[src/rtl/seg7_pkg.sv]
// Shared seven-segment constants: bit positions, digit patterns (active-high, g..a in [6:0])
// and the polarity helper used on the final output bus.
package seg7_pkg;

    localparam int SEG_G  = 6;
    localparam int SEG_DP = 7;

    localparam logic [6:0] SEG_0     = 7'h3F;
    localparam logic [6:0] SEG_1     = 7'h06;
    localparam logic [6:0] SEG_2     = 7'h5B;
    localparam logic [6:0] SEG_3     = 7'h4F;
    localparam logic [6:0] SEG_4     = 7'h66;
    localparam logic [6:0] SEG_5     = 7'h6D;
    localparam logic [6:0] SEG_6     = 7'h7D;
    localparam logic [6:0] SEG_7     = 7'h07;
    localparam logic [6:0] SEG_8     = 7'h7F;
    localparam logic [6:0] SEG_9     = 7'h6F;
    localparam logic [6:0] SEG_DASH  = 7'(1 << SEG_G);
    localparam logic [6:0] SEG_BLANK = 7'h00;

    function automatic logic [7:0] seg_polarity(input logic [7:0] seg_ah, input logic active_low);
        return active_low ? ~seg_ah : seg_ah;
    endfunction

endpackage

[src/rtl/bcd_to_seg7.sv]
// Combinational BCD nibble to active-high segment pattern; non-BCD codes show a dash.
module bcd_to_seg7
    import seg7_pkg::*;
(
    input  logic [3:0] i_nibble,
    output logic [6:0] o_pattern
);

    always_comb begin
        o_pattern = SEG_DASH;
        case (i_nibble)
            4'd0:    o_pattern = SEG_0;
            4'd1:    o_pattern = SEG_1;
            4'd2:    o_pattern = SEG_2;
            4'd3:    o_pattern = SEG_3;
            4'd4:    o_pattern = SEG_4;
            4'd5:    o_pattern = SEG_5;
            4'd6:    o_pattern = SEG_6;
            4'd7:    o_pattern = SEG_7;
            4'd8:    o_pattern = SEG_8;
            4'd9:    o_pattern = SEG_9;
            default: o_pattern = SEG_DASH;
        endcase
    end

endmodule

[src/rtl/seg7_scan_driver.sv]
// Time-multiplexed 7-segment scanner: double-buffered BCD word, guard-banded digit slots,
// registered seg/digits outputs one cycle behind the scan state; no backpressure (strobe input).
module seg7_scan_driver
    import seg7_pkg::*;
#(
    parameter int NUM_DIGITS  = 4,
    parameter int REFRESH_DIV = 100000,
    parameter int GUARD       = 2,
    parameter int ACTIVE_LOW  = 1
) (
    input  logic                    i_clk,
    input  logic                    i_rst_n,
    input  logic [4*NUM_DIGITS-1:0] i_bcd_in,
    input  logic                    i_bcd_valid,
    input  logic [NUM_DIGITS-1:0]   i_dp_in,
    input  logic                    i_blank_lz,
    output logic [7:0]              o_seg,
    output logic [NUM_DIGITS-1:0]   o_digits,
    output logic                    o_frame_done
);

    localparam int                CNT_W     = (REFRESH_DIV > 1) ? $clog2(REFRESH_DIV) : 1;
    localparam int                IDX_W     = (NUM_DIGITS > 1) ? $clog2(NUM_DIGITS) : 1;
    localparam logic [CNT_W-1:0]  CNT_LAST  = CNT_W'(REFRESH_DIV - 1);
    localparam logic [CNT_W-1:0]  CNT_GUARD = CNT_W'(GUARD);
    localparam logic [IDX_W-1:0]  IDX_LAST  = IDX_W'(NUM_DIGITS - 1);
    localparam logic              ACT_LOW   = (ACTIVE_LOW != 0);
    localparam logic [7:0]        SEG_OFF   = seg_polarity(8'h00, ACT_LOW);
    localparam logic [NUM_DIGITS-1:0] DIG_OFF = {NUM_DIGITS{ACT_LOW}};

    logic [CNT_W-1:0]        r_cnt;
    logic [IDX_W-1:0]        r_idx;
    logic                    r_frame_done;
    logic [4*NUM_DIGITS-1:0] r_disp;
    logic [4*NUM_DIGITS-1:0] r_pend;
    logic                    r_pend_vld;
    logic [7:0]              r_seg;
    logic [NUM_DIGITS-1:0]   r_digits;

    logic                    w_slot_end;
    logic                    w_frame_end;
    logic                    w_in_guard;
    logic                    w_seg_load;
    logic [NUM_DIGITS-1:0]   w_lz;
    logic                    w_above_zero;
    logic [3:0]              w_nibble;
    logic                    w_dp;
    logic                    w_blank;
    logic [6:0]              w_pattern;
    logic [7:0]              w_seg_ah;
    logic [NUM_DIGITS-1:0]   w_digits_ah;

    assign w_slot_end  = (r_cnt == CNT_LAST);
    assign w_frame_end = w_slot_end && (r_idx == IDX_LAST);
    assign w_in_guard  = (r_cnt < CNT_GUARD);
    // seg only reloads while the registered enables will be off, so a lit digit never glitches
    assign w_seg_load  = w_in_guard || (r_cnt == '0);

    // A digit is a leading zero when it and every digit above it is zero; digit 0 always shows.
    always_comb begin
        w_lz         = '0;
        w_above_zero = 1'b1;
        for (int k = NUM_DIGITS - 1; k >= 1; k--) begin
            w_above_zero = w_above_zero && (r_disp[4*k +: 4] == 4'd0);
            w_lz[k]      = w_above_zero;
        end
    end

    always_comb begin
        w_nibble = 4'd0;
        w_dp     = 1'b0;
        w_blank  = 1'b0;
        for (int k = 0; k < NUM_DIGITS; k++) begin
            if (r_idx == IDX_W'(k)) begin
                w_nibble = r_disp[4*k +: 4];
                w_dp     = i_dp_in[k];
                w_blank  = i_blank_lz && w_lz[k];
            end
        end
    end

    bcd_to_seg7 u_dec (
        .i_nibble  (w_nibble),
        .o_pattern (w_pattern)
    );

    always_comb begin
        w_seg_ah         = 8'h00;
        w_seg_ah[6:0]    = w_blank ? SEG_BLANK : w_pattern;
        w_seg_ah[SEG_DP] = w_dp;
        w_digits_ah      = '0;
        if (!w_in_guard) begin
            w_digits_ah[r_idx] = 1'b1;
        end
    end

    always_ff @(posedge i_clk or negedge i_rst_n) begin
        if (!i_rst_n) begin
            r_cnt        <= '0;
            r_idx        <= '0;
            r_frame_done <= 1'b0;
            r_seg        <= SEG_OFF;
            r_digits     <= DIG_OFF;
        end else begin
            r_cnt        <= w_slot_end ? '0 : r_cnt + CNT_W'(1);
            if (w_slot_end) begin
                r_idx <= (r_idx == IDX_LAST) ? '0 : r_idx + IDX_W'(1);
            end
            r_frame_done <= w_frame_end;
            if (w_seg_load) begin
                r_seg <= seg_polarity(w_seg_ah, ACT_LOW);
            end
            r_digits     <= ACT_LOW ? ~w_digits_ah : w_digits_ah;
        end
    end

    // A strobe coinciding with frame_end bypasses the pending stage so it shows next frame.
    always_ff @(posedge i_clk or negedge i_rst_n) begin
        if (!i_rst_n) begin
            r_disp     <= '0;
            r_pend     <= '0;
            r_pend_vld <= 1'b0;
        end else begin
            if (i_bcd_valid) begin
                r_pend <= i_bcd_in;
            end
            if (w_frame_end && i_bcd_valid) begin
                r_disp     <= i_bcd_in;
                r_pend_vld <= 1'b0;
            end else if (w_frame_end && r_pend_vld) begin
                r_disp     <= r_pend;
                r_pend_vld <= i_bcd_valid;
            end else if (i_bcd_valid) begin
                r_pend_vld <= 1'b1;
            end
        end
    end

    assign o_seg        = r_seg;
    assign o_digits     = r_digits;
    assign o_frame_done = r_frame_done;

endmodule

[config.mk]
export PLATFORM = sky130hd
export DESIGN_NAME = seg7_scan_driver
export DESIGN_NICKNAME = d
export VERILOG_FILES = /design/src/rtl/seg7_pkg.sv /design/src/rtl/bcd_to_seg7.sv /design/src/rtl/seg7_scan_driver.sv
export SDC_FILE = /design/constraint.sdc
export NUM_CORES = 1
export LEC_CHECK = 0
export BUFFER_PORTS_ARGS = -buffer_cell sky130_fd_sc_hd__buf_2
export CORE_UTILIZATION = 58
export CTS_CLUSTER_SIZE = 28
export DETAILED_ROUTE_END_ITERATION = 8
export PLACE_DENSITY = 0.8
export SYNTH_ARGS = -nofsm -noshare
export SYNTH_HDL_FRONTEND = slang
export SYNTH_SLANG_ARGS = --single-unit
[constraint.sdc]
create_clock -name i_clk -period 2.5 [get_ports i_clk]
set_input_delay 0.125 -clock i_clk [delete_from_list [all_inputs] [get_ports i_clk]]
set_output_delay 0.125 -clock i_clk [all_outputs]
set_load 0.1 [all_outputs]
After elaboration in Yosys (flattened, before gate mapping)
Memory sizes are Yosys's and may differ from the RTL's.
Cells that the tools add are included.
{"block": "classes", "n_mux": 22, "n_reduce_logical": 17, "bitwise_logic": 2, "n_lt_le_gt_ge": 3, "n_eq_ne": 4, "addsub": 2}
{"op": "16-bit 2-to-1 mux", "n": 2}
{"op": "4-bit 2-to-1 mux", "n": 5}
{"op": "17-bit by 1-bit adder with 17-bit output (second input constant)", "n": 1}
{"op": "17-bit == test (second input constant)", "n": 1}
{"op": "17-bit zero test", "n": 1}
{"op": "17-bit by 2-bit less-than comparator with 1-bit output (second input constant)", "n": 1}
{"op": "17-bit 2-to-1 mux", "n": 1}
{"op": "4-bit zero test", "n": 3}
{"op": "1-bit 2-to-1 mux", "n": 11}
{"op": "1-bit logical AND", "n": 9}
{"op": "8-bit NOT", "n": 1}
{"op": "7-bit 2-to-1 mux", "n": 1}
{"op": "2-bit == test (second input constant)", "n": 2}
{"op": "4-bit NOT", "n": 1}
{"op": "2-bit by 3-bit less-than comparator with 1-bit output (second input constant)", "n": 1}
{"op": "3-bit nonzero test", "n": 1}
{"op": "2-bit by 1-bit adder with 2-bit output (second input constant)", "n": 1}
{"op": "1-bit demux with 2-bit select", "n": 1}
{"op": "2-bit by 1-bit == test with 1-bit output (second input constant)", "n": 1}
{"op": "2-bit by 1-bit greater-or-equal comparator with 1-bit output (second input constant)", "n": 1}
{"op": "2-bit zero test", "n": 1}
{"op": "2-bit 2-to-1 mux", "n": 1}
{"op": "2-bit nonzero test", "n": 1}
{"op": "1-bit logical OR", "n": 1}
{"block": "totals", "word_cells": 59, "register_bits": 65, "rom_bits": 112, "input_bits": 24, "out_inout_bits": 13, "n_memories": 1}
{"memory": "(no name shown)", "words": 16, "word_bits": 7, "rd": 1, "rd_ports_with_merged_regs": 0, "write_ports": 0, "line": "bcd_to_seg7.sv:11", "text": "case (i_nibble)"}

Depth between registers and ports, before layout
Gate-level depths: netlist (run 1).
{"block": "depth", "word_depth": 9, "depth_mapped": 11}

Hierarchy
Synthesis (run 1) repeated with hierarchy kept, for this count alone.
{"block": "unflattened", "cells_unflattened": 278, "area_unflattened_um2": 3198.1}
{"module": "seg7_scan_driver", "area_per_inst_um2": 2965.3, "cells_each": 249, "instances": 1}
{"module": "bcd_to_seg7", "area_per_inst_um2": 232.7, "cells_each": 29, "instances": 1}

Least setup slack after synthesis (run 1)
Ideal clock, no wire load.
{"block": "synth_path", "path_type": "flip-flop to flip-flop", "from": "register r_idx[0]", "to": "register r_seg[5] (netlist: o_seg[5])", "stages_incl_launch_ff": 11, "setup_ns": 0.080, "period_less_slack_ns": 2.126, "setup_slack_ns": 0.374, "n_path_buf": 0, "t_required_ns": 2.420, "t_arrival_ns": 2.046, "cell_sequence": "dfrtp_1 inv_1 ha_1 nor2b_1 a221o_1 a22oi_1 inv_2 ha_1 nand2b_1 o311a_1 o22a_1"}
{"block": "synth_between", "elab_chain_cells": 8}
{"item": "from (decl)", "line": "seg7_scan_driver.sv:32", "text": "logic [IDX_W-1:0] r_idx;"}
{"item": "from (signal assigned)", "line": "seg7_scan_driver.sv:107", "text": "r_idx <= (r_idx == IDX_LAST) ? '0 : r_idx + IDX_W'(1);"}
{"item": "2-bit zero test", "line": "seg7_scan_driver.sv:74", "text": "if (r_idx == IDX_W'(k)) begin"}
{"item": "4-bit 2-to-1 mux (4 in a row)", "line": "seg7_scan_driver.sv:74"}
{"item": "memory read 16 x 7 bit"}
{"item": "7-bit 2-to-1 mux *", "line": "seg7_scan_driver.sv:89", "text": "w_seg_ah[6:0] = w_blank ? SEG_BLANK : w_pattern;"}
{"item": "8-bit NOT *", "line": "seg7_pkg.sv:22", "text": "return active_low ? ~seg_ah : seg_ah;"}
{"item": "to (signal assigned)", "line": "seg7_scan_driver.sv:111", "text": "r_seg <= seg_polarity(w_seg_ah, ACT_LOW);"}
{"item": "to (decl)", "line": "seg7_scan_driver.sv:37", "text": "logic [7:0] r_seg;"}
Mark *: on every way between the ends. The rest lies on a longest branch, timed or not.
A chain may end at the register's enable or synchronous reset.

Worst setup path in the final report (run 1)
{"block": "layout_path", "from": "register r_idx[1]", "to": "register r_seg[5] (netlist: o_seg[5])"}
Same word-level chain as after synthesis.

==> results.md, run 1 <==
* Outcome: finished, final reports clean
* Crit path max fanout at 10
* # IOs at 37
* Top FF cell, synth: dfrtp_1
* TritonCTS Buffers at 9
* Die span in y at about 75 um
* Crit end category: flop
* Relative slew slack at 35.6%
* Fill cells at 386
* Seq/Total Area, Yosys at 53.2%
* Crit. Startpoint: r_idx[1]
* Share of cells above drive strength 1 at 35.9%
* GRT Util Overall at 24.1%
* Internal Pwr Total at 1.50 mW
* Routed len/inst at 15.8 um
* Max_cap viols at 0
* Postcts setup bufs at 0
* Syn Area/Cell at about 12 um^2
* WHS Path Cells at 2
* Setup TNS at 0 ns
* DR vias at 2,072
* Placed cell count at 358
* Nets@finish at 333
* Drt drc at 0
* Leakage power at around 1.7 nW
* RSZ-0062 raised after global routing: false
* First-pass GRT wire length at about 9500 um
* Unique masters post-synth at 48
* Die Span X at 75.0 um
* Clk slew on worst S/H paths at 0.07 ns
* Largest net degree at the start of global routing at 46
* Post-DRT Antenna Nets at 0
* Min cycle time layout at 2.26 ns
* WS Path Type: reg2reg
* CTS tree: yes
* HP Class: in2reg
* Clock share of power at 39.0%
* Post-Syn Nets at about 290
* Synth Cell Area at about 3100 um^2
* HPWL Detailed at 4260 um
* Final setup vio count at 0
* Sw power at 0.440 mW
* Power Dens Cells at 550 nW/um^2
* Area grow syn2layout at 13.9%
* Endpoints failing hold at 0
* CTS Root Cell: clkbuf_8
* TritonCTS Sinks at 65
* GRT Residual Overflow at 0
* Finished Core Util at between 60% and 70%
* Initial DRC count at between 100 and 150
* R2R depth at 10
* Hold Startpoint: i_bcd_in[9]
* Slew Viols, Final at 0
* Reg2Reg Launch Point: r_idx[1]
* Post-synthesis cell count at 256
* Switching part of the total at 22.7%
* Worst-skew pair later-pin latency at 0.34 ns
* Vias in the first global route at 1,944
* Vias/cell at approximately 5.5
* Rows at 26
* Routed WL at a little under 6000 um
* Initial antenna violation count at 0
* EDFF count, synth at 0
* Combinational share of power at 4.9%
* Die area at 5620 um^2
* Worst hold slack at 0.0366 ns
* Ys Warns at 0
* Starting Density at 60.5%
* DR pass1 iterations at 4
* Slew @ Worst Pin at between 0.9 and 1 ns
* CP Launch Type: flop
* Final period util at 90.5%
* Final Instance Count excl. Fillers at 374
* Skew final at 0.00762 ns
* CTS max path bufs at 2
* Crit path DAT at 2.53 ns
* PortBufs at 36
* Synth Register Bits at 65
* Overall power at 1.94 mW
* Worst IR Drop VDD at slightly above 0.3 mV
* RD Place Congestion at 0.854
* Ys async rst share at 100%
* H-tree levels at 3
* Fmax at roughly 440 MHz
* Critical Path RT at around 2.8 ns
* Diode count at 0
* Reg power frac at around 56%
* CORE AREA at 5110 um^2
==> per-layer routing <==
layer,up-vias,global-route usage (%),routed length (um),share of wire [%]
met5,-,0,0,0
met4,0,13.8,139,2.4
met3,11,4.95,229,3.9
met2,52,34.2,2690,46
met1,1010,34.6,2850,48
li1,999,-,-,-
==> Yosys cell counts, drive strengths merged (4+ instances only) <==
cell | count | area, um^2
dfrtp | 53 | 1330
mux2 | 33 | 409
nor2 | 24 | 90.1
nand2 | 14 | 52.6
dfstp | 12 | 315
inv | 11 | 41.3
buf | 9 | 55.0
ha | 9 | 113
xnor2 | 8 | 70.1
nand3 | 7 | 35.0
nor4 | 7 | 73.8
xor2 | 7 | 61.3
nor2b | 5 | 31.3
nor3 | 5 | 25.0
o21ai | 5 | 25.0
a211oi | 4 | 35.0
a21oi | 4 | 20.0
a22oi | 4 | 30.0
nand4 | 4 | 25.0
==> state kept, by name, summed over array words and instances, names as in the netlist <==
| name | count |
|---|---|
| r_disp | 16 |
| r_cnt | 17 |
| o_frame_done | 1 |
| r_pend | 16 |
| o_digits | 4 |
| o_seg | 8 |
| r_pend_vld | 1 |
| r_idx | 2 |
==> power by group through the flow <==
| stage | Sequential [mW] | Clock, mW | Combinational, mW |
|---|---|---|---|
| CTS | 1.09 | 0.770 | 0.0967 |
| global placement | 1.10 | 0 | 0.0914 |
| finish | 1.09 | 0.754 | 0.0943 |
| floorplan | 1.11 | 0 | 0.0393 |
| detailed placement | 1.11 | 0 | 0.0957 |
| global route | 1.09 | 0.808 | 0.105 |
==> stage by stage <==
stage          area (um^2)  setup slack (ns)
2_1_floorplan         3090             0.374
4_1_cts               3510             0.136
5_1_grt               3520            0.0842
3_3_place_gp          3340             0.261
6_report              3520             0.237
3_5_place_dp          3340             0.170
==> area by class of cell <==
cell class / count / area (um^2) / share of cell area [%]
sequential: 65 / 1640 / 46.7
multi-input combinational: 170 / 1350 / 38.4
timing repair buffer: 43 / 235 / 6.69
clock buffer: 11 / 141 / 4.02
tap: 70 / 87.6 / 2.49
inverter: 11 / 41.3 / 1.17
clock inverter: 4 / 20.0 / 0.569
==> worst max-delay path, cell delays in order (launching register included) <==
cell      delay, ns
dfrtp_1        0.40
inv_1          0.10
ha_1           0.32
nor2b_1        0.13
a221o_1        0.32
a22oi_2        0.21
inv_2          0.10
ha_1           0.18
nand2b_1       0.16
o311a_1        0.12
o22a_1         0.16
==> final timing paths <==
path / endpoint / slack (ns)
max: o_seg[5] / 0.24
max in group asynchronous: o_frame_done / 1.30
min: r_pend[9] / 0.04
min reg2reg: o_seg[6] / 0.49
max reg2reg: o_seg[5] / 0.24
min in group asynchronous: r_cnt[9] / 0.47
==> cells in the final DEF, fill, tap and decap left out, types with 2 or more instances in the layout <==
cell type / synthesis / layout
dfrtp_1: 53 / 53
buf_2: 5 / 36
nor2_1: 24 / 24
mux2_2: 23 / 23
nand2_1: 14 / 14
dfstp_2: 12 / 12
mux2_4: 10 / 10
clkbuf_8: 0 / 10
inv_1: 9 / 9
ha_1: 9 / 9
xnor2_1: 8 / 8
nand3_1: 7 / 7
xor2_1: 7 / 7
buf_4: 2 / 6
nor2b_1: 5 / 5
nor4_1: 5 / 5
nor3_1: 5 / 5
o21ai_0: 5 / 5
a21oi_1: 4 / 4
nand4_1: 4 / 4
clkinv_2: 0 / 4
a211oi_1: 3 / 3
a22oi_1: 4 / 3
o22a_1: 3 / 3
nand3b_1: 2 / 2
nor3b_1: 2 / 2
nor4_4: 2 / 2
nand2b_1: 2 / 2
a221o_1: 2 / 2
inv_2: 2 / 2
or3_1: 2 / 2
and3_1: 2 / 2
o22ai_1: 2 / 2
==> timing repair <==
item | CTS | global route
resized for setup | 0 | 1
hold endpoints to repair | 31 | 0
hold buffers | 1 | 0
setup endpoints to repair | 0 | 1
==> logic make-up (layout without fill, tap and decap cells) <==
logic type / after synthesis / in the layout / synth area share (%)
multiplexers: 33 / 33 / 13.2
flip-flops: 65 / 65 / 53.2
AO/OA/AOI/OAI: 32 / 32 / 7.70
XOR/XNOR: 15 / 15 / 4.25
AND/OR/NAND/NOR: 81 / 81 / 14.7
buffers and inverters: 21 / 69 / 3.24
adder cells (fa/ha/maj): 9 / 9 / 3.65
No activity file was read; power rests on OpenSTA's default activity.
==> inputs of run 2 (changes only) <==
--- a/config.mk
+++ b/config.mk
@@ -6,10 +6,13 @@
 export NUM_CORES = 1
 export LEC_CHECK = 0
 export BUFFER_PORTS_ARGS = -buffer_cell sky130_fd_sc_hd__buf_2
+export CAP_MARGIN = 20
+export CORE_MARGIN = 4
 export CORE_UTILIZATION = 58
 export CTS_CLUSTER_SIZE = 28
 export DETAILED_ROUTE_END_ITERATION = 8
-export PLACE_DENSITY = 0.8
+export PLACE_DENSITY = 0.79
 export SYNTH_ARGS = -nofsm -noshare
 export SYNTH_HDL_FRONTEND = slang
+export SYNTH_HIERARCHICAL = 1
 export SYNTH_SLANG_ARGS = --single-unit
==> results.md, run 2 <==
* Nets@finish at 356 (+6.9%)
* Seq/Total Area, Yosys at 51.3% (-1.8 points)
* Final setup vio count at 0 (unchanged)
* Diode count at 0 (unchanged)
* First-pass GRT wire length at 9900 um (+3.8%)
* Postcts setup bufs at 0 (unchanged)
* Die span in y at 82.3 um (+9.7%)
* Synth Cell Area at 3200 um^2 (+3.6%)
* Crit end category: flop
* Slew @ Worst Pin at 0.989 ns (+0.0229 ns)
* Reg area at 1640 um^2 (unchanged)
* TritonCTS Sinks at 65 (unchanged)
* DR vias at 2,236 (+7.9%)
* Vias in the first global route at 2,068 (+6.4%)
* GRT Residual Overflow at 0 (unchanged)
* Ranking of synthesized cells by area: dfrtp_1, dfstp_2, mux2_2
* Rows at 26 (unchanged)
* HPWL Detailed at 4220 um (-1.0%)
* Worst-skew pair later-pin latency at 0.35 ns (about the same)
* Area post-placement at 3460 um^2 (+3.4%)
* Initial DRC count at 158 (+14%)
* Leakage power at 1.76 nW (+5.6%)
* Min cycle time layout at 2.31 ns (+0.0438 ns)
* EDFF count, synth at 0 (unchanged)
* Ys Warns at 6 (+6)
* Share of cells above drive strength 1 at 35.4% (-0.47 points)
* H-tree levels at 3 (unchanged)
* Max_cap viols at 0 (unchanged)
* Synth top cells by count: dfrtp_1, mux2_2, nand2_1, a21oi_1
* Synth Register Bits at 65 (unchanged)
* Largest net degree at the start of global routing at 66 (+43%)
* Final setup margin at 0.194 ns (-0.0438 ns)
* Starting Density at 61.1% (+0.60 points)
* Final instance area at 3650 um^2 (+3.8%)
* Drt drc at 0 (unchanged)
* Initial antenna violation count at 0 (unchanged)
* Commonest cells after routing, fill and taps aside: dfrtp_1, buf_2, mux2_2
* DR pass1 iterations at 4 (unchanged)
* PortBufs at 36 (unchanged)
* Post-Syn Nets at 314 (+8.7%)
* Largest regs: r_cnt x17, r_disp x16, r_pend x16
* Power Dens Cells at 540 nW/um^2 (-1.9%)
* Vias/cell at 5.66 (+2.2%)
* Worst IR Drop VDD at 0.381 mV (+23%)
* RSZ-0062 raised after global routing: true
* Post-place setup slack at 0.165 ns (-0.00481 ns)
* CTS max path bufs at 2 (unchanged)
* Syn Area/Cell at 11.5 um^2 (-4.6%)
* Die Span X at 82.3 um (+9.7%)
* Biggest area consumer among synthesized cells: dfrtp_1
* HP Class: in2reg
* Biggest register: r_cnt
* Most instantiated library cell after synthesis: dfrtp_1
* # IOs at 37 (unchanged)
* Max reg flops at 17 (unchanged)
* Fill cells at 388 (+0.52%)
* Area grow syn2layout at 14.2%
* Post-synthesis cell count at 278 (+8.6%)
* CTS tree: yes
* Skew final at 0.00626 ns (-0.00135 ns)
* Yosys top cell area share at 41.5% (-1.5 points)
* CORE AREA at 5240 um^2 (+2.5%)
* Outcome: finished, final reports clean
* Routed len/inst at 15.1 um (-4.7%)
* Slew Viols, Final at 0 (unchanged)
* GRT Util Overall at 19.8% (-4.4 points)
* Finished Core Util at 69.7% (+0.82 points)
* Routed WL at 5950 um (+0.68%)
* TritonCTS Buffers at 9 (unchanged)
* Endpoints failing hold at 0 (unchanged)
* WS Path Type: reg2reg
* Setup TNS at 0 ns (unchanged)
* CP Launch Type: flop
* Final period util at 92.3% (+1.8 points)
* Commonest non-fill, non-tap cell in the layout: dfrtp_1
* Clk slew on worst S/H paths at 0.07 ns (about the same)
* Relative slew slack at 33.5% (-2.1 points)
* CTS Root Cell: clkbuf_8
* RD Place Congestion at 0.815 (-4.5%)
* Fmax at 434 MHz (-1.9%)
* Critical Path RT at 2.73 ns (-0.04 ns)
* Unique masters post-synth at 46 (-4.2%)
* Ys async rst share at 100% (unchanged)
* Crit path max fanout at 12 (+2)
* Post-DRT Antenna Nets at 0 (unchanged)
* Crit path DAT at 2.54 ns (about the same)
* Die area at 6770 um^2 (+20%)
* Top FF cell, synth: dfrtp_1
* Multi-input gate area at 1440 um^2 (+6.4%)
-- run 2: cell types whose count changed after synthesis, moves of 4 or more --
cell | previous run | this run
clkbuf_1 | 1 | 9
nand2_1 | 14 | 21
a31oi_1 | 1 | 7
a21oi_1 | 4 | 18
nor2_1 | 24 | 11
o21ai_0 | 5 | 9
-- run 2: metal layers --
layer  track usage [%]  share of wire, %
met4              6.48               1.3
met5                 0                 0
met1              27.2                47
met3              6.51               5.7
met2              29.5                46
-- run 2: timing repair --
action                                 CTS  global route
endpoints found under the hold margin   53             0
resized for setup                        0             2
hold buffers                             1             0
setup endpoints to repair                0             6
-- run 2: layout make-up --
class	count	area share (%)
timing repair buffer	46	7.06
multi-input combinational	186	39.4
clock inverter	6	1.20
sequential	65	45.0
tap	70	2.40
clock buffer	10	3.77
inverter	12	1.23
-- run 2: logic make-up (layout without fill, tap and decap cells) --
| logic type | count (synthesis) | count (layout) | synth area share, % |
|---|---|---|---|
| buffers and inverters | 27 | 74 | 3.95 |
| AND/OR/NAND/NOR | 81 | 81 | 14.7 |
| adder cells (fa/ha/maj) | 12 | 12 | 4.69 |
| flip-flops | 65 | 65 | 51.3 |
| AO/OA/AOI/OAI | 45 | 45 | 8.26 |
| multiplexers | 35 | 35 | 13.5 |
| XOR/XNOR | 13 | 13 | 3.56 |
-- run 2: worst paths after layout --
| check | from | endpoint | slack, ns | cells past startpoint |
|---|---|---|---|---|
| setup / recovery | r_idx[0] | o_seg[0] | 0.19 | 9 |
| setup reg to reg | r_idx[0] | o_seg[0] | 0.19 | 9 |
| hold reg to reg | r_pend[0] | r_pend[0] | 0.50 | 1 |
| max in group asynchronous | i_rst_n | r_disp[13] | 1.52 | 3 |
| hold / removal | i_bcd_in[15] | r_pend[15] | 0.02 | 2 |
| min in group asynchronous | i_rst_n | r_cnt[9] | 0.48 | 3 |
-- run 2: report_power, final --
group	switching (mW)	total, mW	internal, mW
registers	0.00687	1.09	1.08
clock network	0.409	0.794	0.385
logic	0.0496	0.0906	0.0410
-- run 2: stage by stage --
stage	total power, mW	hold WS [ns]	std cells
after floorplan	1.15	-0.171	278
after global placement	1.19	0.335	378
after detailed placement	1.20	0.344	378
after CTS	1.99	0.00682	395
after global routing	2.06	0.00697	395
final	1.97	0.0220	395
-- run 2: critical path, cell delays in order (launching register included) --
cell,delay (ns)
dfrtp_1,0.43
inv_1,0.12
ha_1,0.41
a221oi_1,0.13
o31ai_2,0.25
inv_1,0.13
ha_1,0.20
mux2_2,0.28
o22ai_1,0.15
a31oi_1,0.10
==> inputs of run 3 (changes only) <==
--- a/config.mk
+++ b/config.mk
@@ -11,7 +11,7 @@
 export CORE_UTILIZATION = 58
 export CTS_CLUSTER_SIZE = 28
 export DETAILED_ROUTE_END_ITERATION = 8
-export PLACE_DENSITY = 0.79
+export PLACE_DENSITY = 0.88
 export SYNTH_ARGS = -nofsm -noshare
 export SYNTH_HDL_FRONTEND = slang
 export SYNTH_HIERARCHICAL = 1
==> results.md, run 3 (synthesis results as in run 2) <==
* Outcome: finished, final reports clean
* Worst hold slack at 0.0301 ns (+0.00810 ns)
* Final Instance Count excl. Fillers at 397 (+0.51%)
* Routed len/inst at 16.8 um (+11%)
* Nets@finish at 358 (+0.56%)
* Final instance area at 3690 um^2 (+0.99%)
* Crit Reg-Reg Endpoint: o_seg[3]
* Clock share of power at 42.3% (+2.0 points)
* CTS tree: yes
* Initial DRC count at 203 (+28%)
* R2R depth at 10 (+1)
* GRT Util Overall at 22.5% (+2.7 points)
* Reg power frac at 53.1% (-2.0 points)
* Clk slew on worst S/H paths at 0.07 ns (about the same)
* Fmax at 424 MHz (-2.3%)
* Min cycle time layout at 2.36 ns (+0.0532 ns)
* CTS max path bufs at 2 (unchanged)
* CP Launch Type: flop
* Commonest cells after routing, fill and taps aside: dfrtp_1, buf_2, mux2_2
* RSZ-0062 raised after global routing: false
* Die Span X at 82.3 um (unchanged)
* Power Dens Cells at 555 nW/um^2 (+2.9%)
* Max stage delay cell, worst path: dfrtp_1
* Fill cells at 387 (-0.26%)
* Commonest non-fill, non-tap cell in the layout: dfrtp_1
* Largest regs: r_cnt x17, r_disp x16, r_pend x16
* Max_cap viols at 0 (unchanged)
* Reg2reg setup slack at 0.14 ns (-0.05 ns)
* Area post-placement at 3470 um^2 (+0.43%)
* Crit path to: o_seg[3]
* Crit end category: flop
* Routed WL at 6650 um (+12%)
* Vias/cell at 5.71 (+0.83%)
* HP Class: in2reg
* CP most frequent cell: ha_1
* Initial antenna violation count at 0 (unchanged)
* Largest net degree at the start of global routing at 31 (-53%)
* Finished Core Util at 70.4% (+0.69 points)
* DR vias at 2,266 (+1.3%)
* Diode count at 0 (unchanged)
* # IOs at 37 (unchanged)
* TritonCTS Buffers at 9 (unchanged)
* Leakage power at 1.80 nW (+2.1%)
* WS Path Type: reg2reg
* Worst IR Drop VDD at 0.385 mV (+0.83%)
* Placed cell count at 380 (+0.53%)
* Vias in the first global route at 2,267 (+9.6%)
* TritonCTS Sinks at 65 (unchanged)
* Relative slew slack at 38.6% (+5.1 points)
* Overall power at 2.05 mW (+3.9%)
* CORE AREA at 5240 um^2 (unchanged)
* Rows at 26 (unchanged)
* HPWL Detailed at 4780 um (+13%)
* Die area at 6770 um^2 (unchanged)
* Combinational share of power at 4.7% (about the same)
* Area grow syn2layout at 15.3%
* Worst-skew pair later-pin latency at 0.34 ns (about the same)
* Biggest register: r_cnt
* Internal Pwr Total at 1.58 mW (+5.0%)
* Drt drc at 0 (unchanged)
* Post-DRT Antenna Nets at 0 (unchanged)
* Slowest stage delay, CP at 0.43 ns (about the same)
* DR pass1 iterations at 4 (unchanged)
* Crit path max fanout at 9 (-3)
* Post-place setup slack at 0.0590 ns (-0.106 ns)
* RD Place Congestion at 0.868 (+6.5%)
* Skew final at 0.0114 ns (+0.00511 ns)
* Postcts setup bufs at 0 (unchanged)
* GRT Residual Overflow at 0 (unchanged)
* Share of cells above drive strength 1 at 36.1% (+0.70 points)
* Slew @ Worst Pin at 0.913 ns (-0.0752 ns)
* H-tree levels at 3 (unchanged)
* Crit path DAT at 2.59 ns (+0.05 ns)
* Slew Viols, Final at 0 (unchanged)
* Crit. Startpoint: r_idx[0]
* CTS Root Cell: clkbuf_8
* Setup TNS at 0 ns (unchanged)
* Switching part of the total at 22.8% (-0.81 points)
* Reg2Reg Launch Point: r_idx[0]
* First-pass GRT wire length at 11,100 um (+12%)
* Sw power at 0.467 mW (+0.32%)
* Starting Density at 61.1% (unchanged)
* Final period util at 94.4% (+2.1 points)
* PortBufs at 36 (unchanged)
* CP Cell Sequence: ha_1 > buf_4 > nor2b_1 > a221oi_1 > o31ai_2 > inv_1 > ha_1 > mux2_2 > o22ai_1 > a31oi_1
* Max reg flops at 17 (unchanged)
* Endpoints failing hold at 0 (unchanged)
* Final setup margin at 0.140 ns (-0.0532 ns)
* Critical Path RT at 2.73 ns (about the same)
* Final setup vio count at 0 (unchanged)
* Die span in y at 82.3 um (unchanged)
run 3: changes by cell type in the layout (fill, tap and decap cells not counted), sizes merged:
cell and delta:
clkinv +4, clkinvlp -4, buf +2, bufinv +1, clkbuf -1
run 3: timing repair:
item / in CTS / in global routing
hold buffers: 1 / 0
hold endpoints to repair: 17 / 0
resized for setup: 1 / 3
setup endpoints to repair: 1 / 3
run 3: final cells by class:
cell class / count / area [um^2] / area share (%)
Sequential cell: 65 / 1640 / 44.5
Tap cell: 70 / 87.6 / 2.38
Clock inverter: 7 / 71.3 / 1.93
Multi-Input combinational cell: 186 / 1450 / 39.2
Inverter: 12 / 45.0 / 1.22
Timing Repair Buffer: 48 / 273 / 7.40
Clock buffer: 9 / 124 / 3.36
run 3: routing by layer:
| layer | global-route usage (%) | wire length [um] | part of all wire (%) | vias up |
|---|---|---|---|---|
| met4 | 13.3 | 186 | 2.8 | 0 |
| li1 | - | - | - | 1063 |
| met2 | 35.6 | 3220 | 48 | 82 |
| met1 | 28.4 | 2860 | 43 | 1103 |
| met3 | 4.56 | 395 | 5.9 | 18 |
| met5 | 0 | 0 | 0 | - |
run 3: worst max-delay path, delay by kind of cell, from the launching register on:
kind / cells / cell delay [ns]
adder cells (fa/ha/maj): 2 / 0.46
AO/OA/AOI/OAI: 4 / 0.65
flip-flops: 1 / 0.43
AND/OR/NAND/NOR: 1 / 0.13
multiplexers: 1 / 0.28
buffers and inverters: 2 / 0.30
run 3: how the worst min path moves through the flow:
| stage | start | endpoint | depth (start not counted) |
|---|---|---|---|
| floorplan | i_rst_n | o_frame_done | 0 |
| global placement | i_rst_n | r_disp[0] | 1 |
| detailed placement | i_rst_n | r_disp[3] | 1 |
| CTS | i_bcd_in[15] | r_pend[15] | 2 |
| global route | i_bcd_in[8] | r_pend[8] | 2 |
| finish | i_bcd_in[15] | r_pend[15] | 2 |
run 3: power groups by stage:
| stage | Combinational (mW) | Sequential [mW] | Clock (mW) |
|---|---|---|---|
| finish | 0.0956 | 1.09 | 0.865 |
| global route | 0.107 | 1.09 | 0.930 |
| CTS | 0.0981 | 1.09 | 0.883 |
| detailed placement | 0.0948 | 1.11 | 0 |
| global placement | 0.0919 | 1.10 | 0 |
| floorplan | 0.0399 | 1.11 | 0 |
